===== src/rtl/tagged_sum_pkg.sv =====
// Shared definitions for the tagged-sum word format {TAG, sum}, used by both
// the producer and the unpacker.
package tagged_sum_pkg;

    localparam int unsigned SUM_W = 16;
    localparam logic [SUM_W-1:0] TAG_MARKER = 16'hFFFF;

    typedef struct packed {
        logic [SUM_W-1:0] tag;
        logic [SUM_W-1:0] sum;
    } tagged_word_t;

endpackage


===== src/rtl/sync_fifo.sv =====
// Synchronous FIFO with extra-MSB wrap pointers; head_o is the registered
// entry at the read pointer (first-word-fall-through).
module sync_fifo #(
    parameter int unsigned WIDTH = 32,
    parameter int unsigned DEPTH = 4
) (
    input  logic             clk,
    input  logic             rst,
    input  logic             push_i,
    input  logic             pop_i,
    input  logic [WIDTH-1:0] data_i,
    output logic             full_o,
    output logic             empty_o,
    output logic [WIDTH-1:0] head_o
);

    localparam int unsigned AW = $clog2(DEPTH);
    localparam logic [AW:0] PTR_ONE = {{AW{1'b0}}, 1'b1};

    logic [AW:0]      wr_ptr_q, wr_ptr_d;
    logic [AW:0]      rd_ptr_q, rd_ptr_d;
    logic [WIDTH-1:0] mem_q [DEPTH];
    logic             do_push, do_pop;

    assign empty_o = (wr_ptr_q == rd_ptr_q);
    assign full_o  = (wr_ptr_q[AW] != rd_ptr_q[AW]) &&
                     (wr_ptr_q[AW-1:0] == rd_ptr_q[AW-1:0]);
    assign do_push = push_i && !full_o;
    assign do_pop  = pop_i && !empty_o;
    assign head_o  = mem_q[rd_ptr_q[AW-1:0]];

    always_comb begin
        wr_ptr_d = wr_ptr_q;
        rd_ptr_d = rd_ptr_q;
        if (do_push) begin
            wr_ptr_d = wr_ptr_q + PTR_ONE;
        end
        if (do_pop) begin
            rd_ptr_d = rd_ptr_q + PTR_ONE;
        end
    end

    always_ff @(posedge clk) begin
        if (rst) begin
            wr_ptr_q <= '0;
            rd_ptr_q <= '0;
        end else begin
            wr_ptr_q <= wr_ptr_d;
            rd_ptr_q <= rd_ptr_d;
        end
    end

    // Storage needs no reset: the pointers alone decide what is visible.
    always_ff @(posedge clk) begin
        if (!rst && do_push) begin
            mem_q[wr_ptr_q[AW-1:0]] <= data_i;
        end
    end

endmodule


===== src/rtl/tagged_sum_unpacker.sv =====
// Receive side of the tagged-sum format: checks the tag, buffers good words,
// and delivers the sum with the recovered operand b = sum - a.
module tagged_sum_unpacker
    import tagged_sum_pkg::*;
#(
    parameter int unsigned W     = SUM_W,
    parameter logic [W-1:0] TAG  = TAG_MARKER,
    parameter int unsigned DEPTH = 4
) (
    input  logic           clk,
    input  logic           rst,
    input  logic           in_valid,
    output logic           in_ready,
    input  logic [2*W-1:0] in_word,
    input  logic [W-1:0]   in_a,
    output logic           out_valid,
    input  logic           out_ready,
    output logic [W-1:0]   out_sum,
    output logic [W-1:0]   out_b,
    output logic           err_pulse,
    output logic [W-1:0]   err_count
);

    logic           alive_q;
    logic           accept, tag_ok, push, reject, pop;
    logic           full, empty;
    logic [2*W-1:0] fifo_data, head;
    logic [W-1:0]   hold_sum_q, hold_sum_d;
    logic [W-1:0]   hold_b_q, hold_b_d;
    logic [W-1:0]   err_count_q, err_count_d;
    logic           err_pulse_q;

    // in_ready is a function of registered state only.
    assign in_ready  = alive_q && !full;
    assign accept    = in_valid && in_ready;
    assign tag_ok    = (in_word[2*W-1:W] == TAG);
    assign push      = accept && tag_ok;
    assign reject    = accept && !tag_ok;
    assign fifo_data = {in_word[W-1:0], in_word[W-1:0] - in_a};

    assign out_valid = !empty;
    assign pop       = out_valid && out_ready;
    assign out_sum   = empty ? hold_sum_q : head[2*W-1:W];
    assign out_b     = empty ? hold_b_q : head[W-1:0];
    assign err_pulse = err_pulse_q;
    assign err_count = err_count_q;

    sync_fifo #(
        .WIDTH (2 * W),
        .DEPTH (DEPTH)
    ) u_fifo (
        .clk     (clk),
        .rst     (rst),
        .push_i  (push),
        .pop_i   (pop),
        .data_i  (fifo_data),
        .full_o  (full),
        .empty_o (empty),
        .head_o  (head)
    );

    // The popped head becomes the value shown once the FIFO drains.
    always_comb begin
        hold_sum_d  = hold_sum_q;
        hold_b_d    = hold_b_q;
        err_count_d = err_count_q;
        if (pop) begin
            hold_sum_d = head[2*W-1:W];
            hold_b_d   = head[W-1:0];
        end
        if (reject && (err_count_q != {W{1'b1}})) begin
            err_count_d = err_count_q + W'(1);
        end
    end

    always_ff @(posedge clk) begin
        if (rst) begin
            alive_q     <= 1'b0;
            hold_sum_q  <= '0;
            hold_b_q    <= '0;
            err_count_q <= '0;
            err_pulse_q <= 1'b0;
        end else begin
            alive_q     <= 1'b1;
            hold_sum_q  <= hold_sum_d;
            hold_b_q    <= hold_b_d;
            err_count_q <= err_count_d;
            err_pulse_q <= reject;
        end
    end

endmodule

===== config.mk =====
export PLATFORM = sky130hd
export DESIGN_NAME = tagged_sum_unpacker
export DESIGN_NICKNAME = d
export VERILOG_FILES = /design/src/rtl/tagged_sum_pkg.sv /design/src/rtl/sync_fifo.sv /design/src/rtl/tagged_sum_unpacker.sv
export SDC_FILE = /design/constraint.sdc
export NUM_CORES = 1
export LEC_CHECK = 0
export CORE_ASPECT_RATIO = 0.75
export CORE_UTILIZATION = 40
export DETAILED_ROUTE_END_ITERATION = 7
export GPL_TIMING_DRIVEN = 0
export PLACE_DENSITY = 0.69
export SETUP_SLACK_MARGIN = 0.15
export SLEW_MARGIN = 20
export SYNTH_ARGS = -nofsm -noshare
export SYNTH_HDL_FRONTEND = slang
export SYNTH_SLANG_ARGS = --single-unit

===== constraint.sdc =====
create_clock -name clk -period 5 [get_ports clk]
set_clock_uncertainty 0.1 [all_clocks]
set_input_delay 1 -clock clk [delete_from_list [all_inputs] [get_ports clk]]
set_output_delay 1 -clock clk [all_outputs]
set_load 0.05 [all_outputs]

Word-level counts from Yosys, hierarchy flattened --
Memory sizes are Yosys's and may differ from the RTL's. A register that Yosys moved wholly into a read port is not among the register bits. Index checks and enable logic that the tools add are counted. Widths: inputs -> output; s select.
Cells by class: mux-type cells 7, reductions and logical operators 14, add/sub/neg operators 4, equal/unequal tests 5
Operator list (count):
- $mux 16 | 2
- $add 16x1->16 const B | 1
- $eq 16x16->1 const B | 1
- $ne 16x16->1 const B | 1
- $sub 16x16->16 | 1
- $logic_and 1x1->1 | 10
- $add 3x1->3 const B | 2
- $logic_not 1->1 | 4
- $mux 2 | 2
- $eq 3x3->1 | 1
- $mux 1 | 3
- $eq 2x2->1 | 1
- $ne 1x1->1 | 1
Word-level totals: RAM bits 128, register bits after elaboration 56, output and inout bits 51, input port bits 52, memories 1, word-level logic and storage cells 38
Memories:
- u_fifo.mem_q | words 4, bits a word 32, read ports 1, clocked after memory_dff 1, wr ports 1, line sync_fifo.sv:22 | logic [WIDTH-1:0] mem_q [DEPTH];

Depth between registers and ports, before layout --
word-level depth 10, depth in mapped cells 9, mapped depth without buffers 9

Modules after synthesis --
From an unflattened synthesis, not the netlist that was laid out.
Unflattened totals: cells, all modules 667, area total of the unflattened synthesis 8515.7 µm²
Modules (own cells, without submodules):
- sync_fifo | cells an instance 237, instances 1, area an instance 5222.5 µm², sequential area each 4003.8 µm²
- tagged_sum_unpacker | cells an instance 430, instances 1, area an instance 3293.2 µm², sequential area each 1001.0 µm²

Least setup slack after synthesis --
Ideal clock, no wire load.
kind input port to flip-flop, from input in_word[30], to memory u_fifo.mem_q[3][0], enable pin, buffers on the path 0, setup time 461 ps, stages 4, slack 350 ps, data arrival time 4090 ps, cells stage by stage nand4_1 > nor4_4 > nand3_1 > nor3_1
On the way: cells in the longest elaborated chain, start to end 6
RTL lines:
- from (decl) | line tagged_sum_unpacker.sv:14 | input logic [2*W-1:0] in_word,
- $eq 16x16->1 | line tagged_sum_unpacker.sv:36 | assign tag_ok = (in_word[2*W-1:W] == TAG);
- $logic_and 1x1->1 | line tagged_sum_unpacker.sv:37 | assign push = accept && tag_ok;
- $logic_and 1x1->1 | line sync_fifo.sv:28 | assign do_push = push_i && !full_o;
- $logic_and 1x1->1 | line sync_fifo.sv:55 | if (!rst && do_push) begin
- $mux 1 | line sync_fifo.sv:55
- $mux 1 (implied by the code) | line sync_fifo.sv:56 | mem_q[wr_ptr_q[AW-1:0]] <= data_i;
- to (decl) | line sync_fifo.sv:22
No other way between the ends.

==> summary.md <==
| Metric | Value |
|---|---|
| Ports | `103` |
| Drt first pass iters | `6` |
| Ys Warns | `0` |
| CP endpoint kind | `primary output` |
| Skew-Pair Late Insertion Delay | `0.42 ns` |
| TritonCTS sink count | `~190` |
| Pleak | `3.54 nW` |
| Outcome | `complete, but fails checks` |
| Measured slew at the worst slew-check pin | `0.755 ns` |
| IO buf count | `102` |
| Initial antenna violation count | `0` |
| Final Power | `3.20 mW` |
| Vias in the first global route | `5,426` |
| Total vias in the final route | `~5,200` |
| Peak supply drop | `0.213 mV` |
| Final nets | `around 790` |
| Clock tree root buffer cell | `clkbuf_16` |
| DIE WIDTH | `166 um` |
| First-pass GRT wire length | `between 20,000 and 30,000 um` |
| Crit-path cells | `clkbuf_1, buf_2, mux4_2, mux2_2, clkdlybuf4s50_1` |
| Final Cycle Share | `84.0%` |
| # diodes | `0` |
| Max Fclk | `roughly 240 MHz` |
| Final min period | `4.20 ns` |
| Final setup violation count | `0` |
| GRT Residual Overflow | `0` |
| # DRC | `10` |
| Unrepaired setup endpoints after global routing | `false` |
| Worst-path maximum fanout | `10` |
| Syn_area_per_cell | `13.8 um^2` |
| Pin count of the biggest net entering global routing | `28` |
| Netlist cell types | `51` |
| Post-Route WL | `around 18,000 um` |
| Placed Area | `roughly 0.0095 mm^2` |
| Worst-path clk slew | `0.07 ns` |
| Initial core utilization | `41.3%` |
| Die Height | `125 um` |
| Cell area after layout | `0.0101 mm^2` |
| Slew Viols, Final | `0` |
| Setup CP Type | `flop to primary output` |
| Htree depth | `4` |
| Startpoint class of the critical path | `flop` |
| Hold Path Class | `flop to flop` |
| Detailed Route Iter0 Violations | `approximately 510` |
| Fill cells | `1,650` |
| Max-Cap Viols | `0` |
| Die footprint | `0.0208 mm^2` |
| Pwr Density | `316 mW/mm^2` |
| GR Util All Layers | `between 10% and 20%` |
| Clk buf depth | `2` |
| Postcts setup bufs | `0` |
| Post-synthesis sequential area ratio | `61.8%` |
| TritonCTS clock tree | `done` |
| Post-DP HPWL | `13,000 um` |
| Largest cells by area after synthesis | `edfxtp_1, dfxtp_1, mux4_2, nand2_1, ha_1` |
| Post-CTS Hold Buffers | `0` |
| Syn Nets | `659` |
| Core area | `approximately 0.020 mm^2` |
| Slew HR | `49.7%` |
| Cell area after synthesis | `0.00809 mm^2` |
| CTS resizes | `0` |
| P&R area growth vs syn | `25.1%` |
| Post-Synthesis Cells | `a little under 600` |
| Ys async rst share | `0%` |
| Top cell type's share of synthesized area | `47.5%` |
| Yosys reg bits | `186` |
| Crit path max-delay cell type | `clkdlybuf4s50_1` |
| Final Hold Violating Endpoints | `0` |
| R2R setup slack | `between 2 and 2.5 ns` |
| WP data required | `3.90 ns` |
| Via-to-Cell Ratio | `approximately 5.3` |
| Drt wl/cell | `about 19 um` |
| RePlAce Congestion | `approximately 0.8` |
| Failing checks | `design-rule violations` |
| Layout cells sized above 1 | `16.7%` |
| Post-synth top flop | `edfxtp_1` |
| Inserted Clock Buffers | `17` |
| Antenna-violating nets left | `0` |
| Crit path DAT | `between 3 and 4 ns` |
| Row count | `44` |
| Max incr delay on CP | `around 0.71 ns` |
| Post-synth EDFFs | `128` |
| Dominant cell type by area after synthesis | `edfxtp_1` |
state kept, by name (all words and copies together) (netlist names), named ones only:
register and cells:
err_pulse 1, hold_sum_q 16, hold_b_q 16, u_fifo.wr_ptr_q 3
err_count 16, u_fifo.mem_q 128, u_fifo.rd_ptr_q 3, alive_q 1
worst paths after layout:
check                                                endpoint  cells past startpoint                             from
worst min-delay path              hold_sum_q[12]$_SDFFE_PP0P_                      2      hold_sum_q[12]$_SDFFE_PP0P_
worst min register to register    hold_sum_q[12]$_SDFFE_PP0P_                      2      hold_sum_q[12]$_SDFFE_PP0P_
worst max register to register  u_fifo.mem_q[3][24]$_DFFE_PP_                      7  u_fifo.wr_ptr_q[0]$_SDFFE_PP0N_
worst max-delay path                               out_sum[0]                      5                             flop
cell families (layout without fill, tap and decap cells):
kind of cell,after synthesis,after routing,share of synthesized area [%]
compound gates,67,67,5.37
xor+xnor,33,33,3.76
fa+ha+maj,22,22,3.49
buf+inv,49,190,2.54
flops,186,186,61.8
mux,66,66,13.6
simple gates,162,162,9.40
cells in the mapped netlist (all sizes together), types with 3 or more instances:
cell type	number
edfxtp	128
dfxtp	58
nand2	77
xnor2	16
a21oi	41
buf	15
and2	8
clkbuf	10
mux2	32
nor2	34
nor3	4
a31oi	3
o21ai	5
mux4	32
nand4	10
xor2	17
ha	21
inv	24
nand3	9
nor2b	3
and3	6
metal layers:
layer	up-vias	GRT usage, %	wire length (um)
met5	-	0	0
met4	0	5.61	148
met3	10	3.67	1110
met2	165	30.2	8660
met1	2601	24.6	8330
li1	2414	-	-
power breakdown:
group	internal, mW	switching (mW)	total [mW]
Sequential	1.67	0.00162	1.67
Combinational	0.0863	0.119	0.205
Clock	0.746	0.581	1.33
Total	2.50	0.701	3.20
worst max-delay path: cells and delay by family (launching register included):
| kind | cells | cell delay [ns] |
|---|---|---|
| buf+inv | 3 | 1.45 |
| flops | 1 | 0.32 |
| mux | 2 | 0.90 |
layout by cell type (no fill, tap or decap), types with 2 or more instances in the layout:
| master | count |
|---|---|
| edfxtp_1 | 128 |
| clkdlybuf4s50_1 | 102 |
| nand2_1 | 77 |
| dfxtp_1 | 58 |
| a21oi_1 | 41 |
| nor2_1 | 34 |
| mux4_2 | 32 |
| inv_1 | 24 |
| mux2_2 | 23 |
| ha_1 | 21 |
| clkbuf_16 | 20 |
| xor2_1 | 16 |
| xnor2_1 | 15 |
| buf_2 | 14 |
| clkbuf_1 | 11 |
| nand4_1 | 9 |
| nand3_1 | 9 |
| mux2_1 | 9 |
| and3_1 | 6 |
| o21ai_0 | 5 |
| and2_1 | 5 |
| inv_6 | 4 |
| nor3_1 | 3 |
| nor2b_1 | 3 |
| a31oi_1 | 3 |
| and2_2 | 3 |
| buf_4 | 3 |
| inv_4 | 3 |
| buf_12 | 3 |
| o2111ai_1 | 2 |
| a21o_1 | 2 |
| a311oi_1 | 2 |
| o21a_1 | 2 |
| and4_1 | 2 |
| o211a_1 | 2 |
| mux2i_1 | 2 |
| clkinv_2 | 2 |
| buf_6 | 2 |
through the flow:
step	cells	util [%]	setup slack, ns	hold slack, ns	setup TNS (ns)
floorplan	585	-	0.350	0.332	0
global placement	940	48.1	-1.92	0.339	-61.22
detailed placement	947	48.7	1.01	0.345	0
CTS	979	51.7	0.774	0.355	0
global route	979	51.7	0.649	0.371	0
finish	979	51.7	0.798	0.355	0
area by class of cell:
cell class | instances | area (um^2) | share of cell area [%]
Clock inverter | 10 | 72.6 | 0.717
Clock buffer | 22 | 518 | 5.11
Multi-Input combinational cell | 350 | 2890 | 28.6
Tap cell | 253 | 317 | 3.13
Sequential cell | 186 | 5000 | 49.4
Buffer | 25 | 115 | 1.14
Timing Repair Buffer | 109 | 1120 | 11.0
Inverter | 24 | 90.1 | 0.890
No activity file was read; power rests on OpenSTA's default activity.
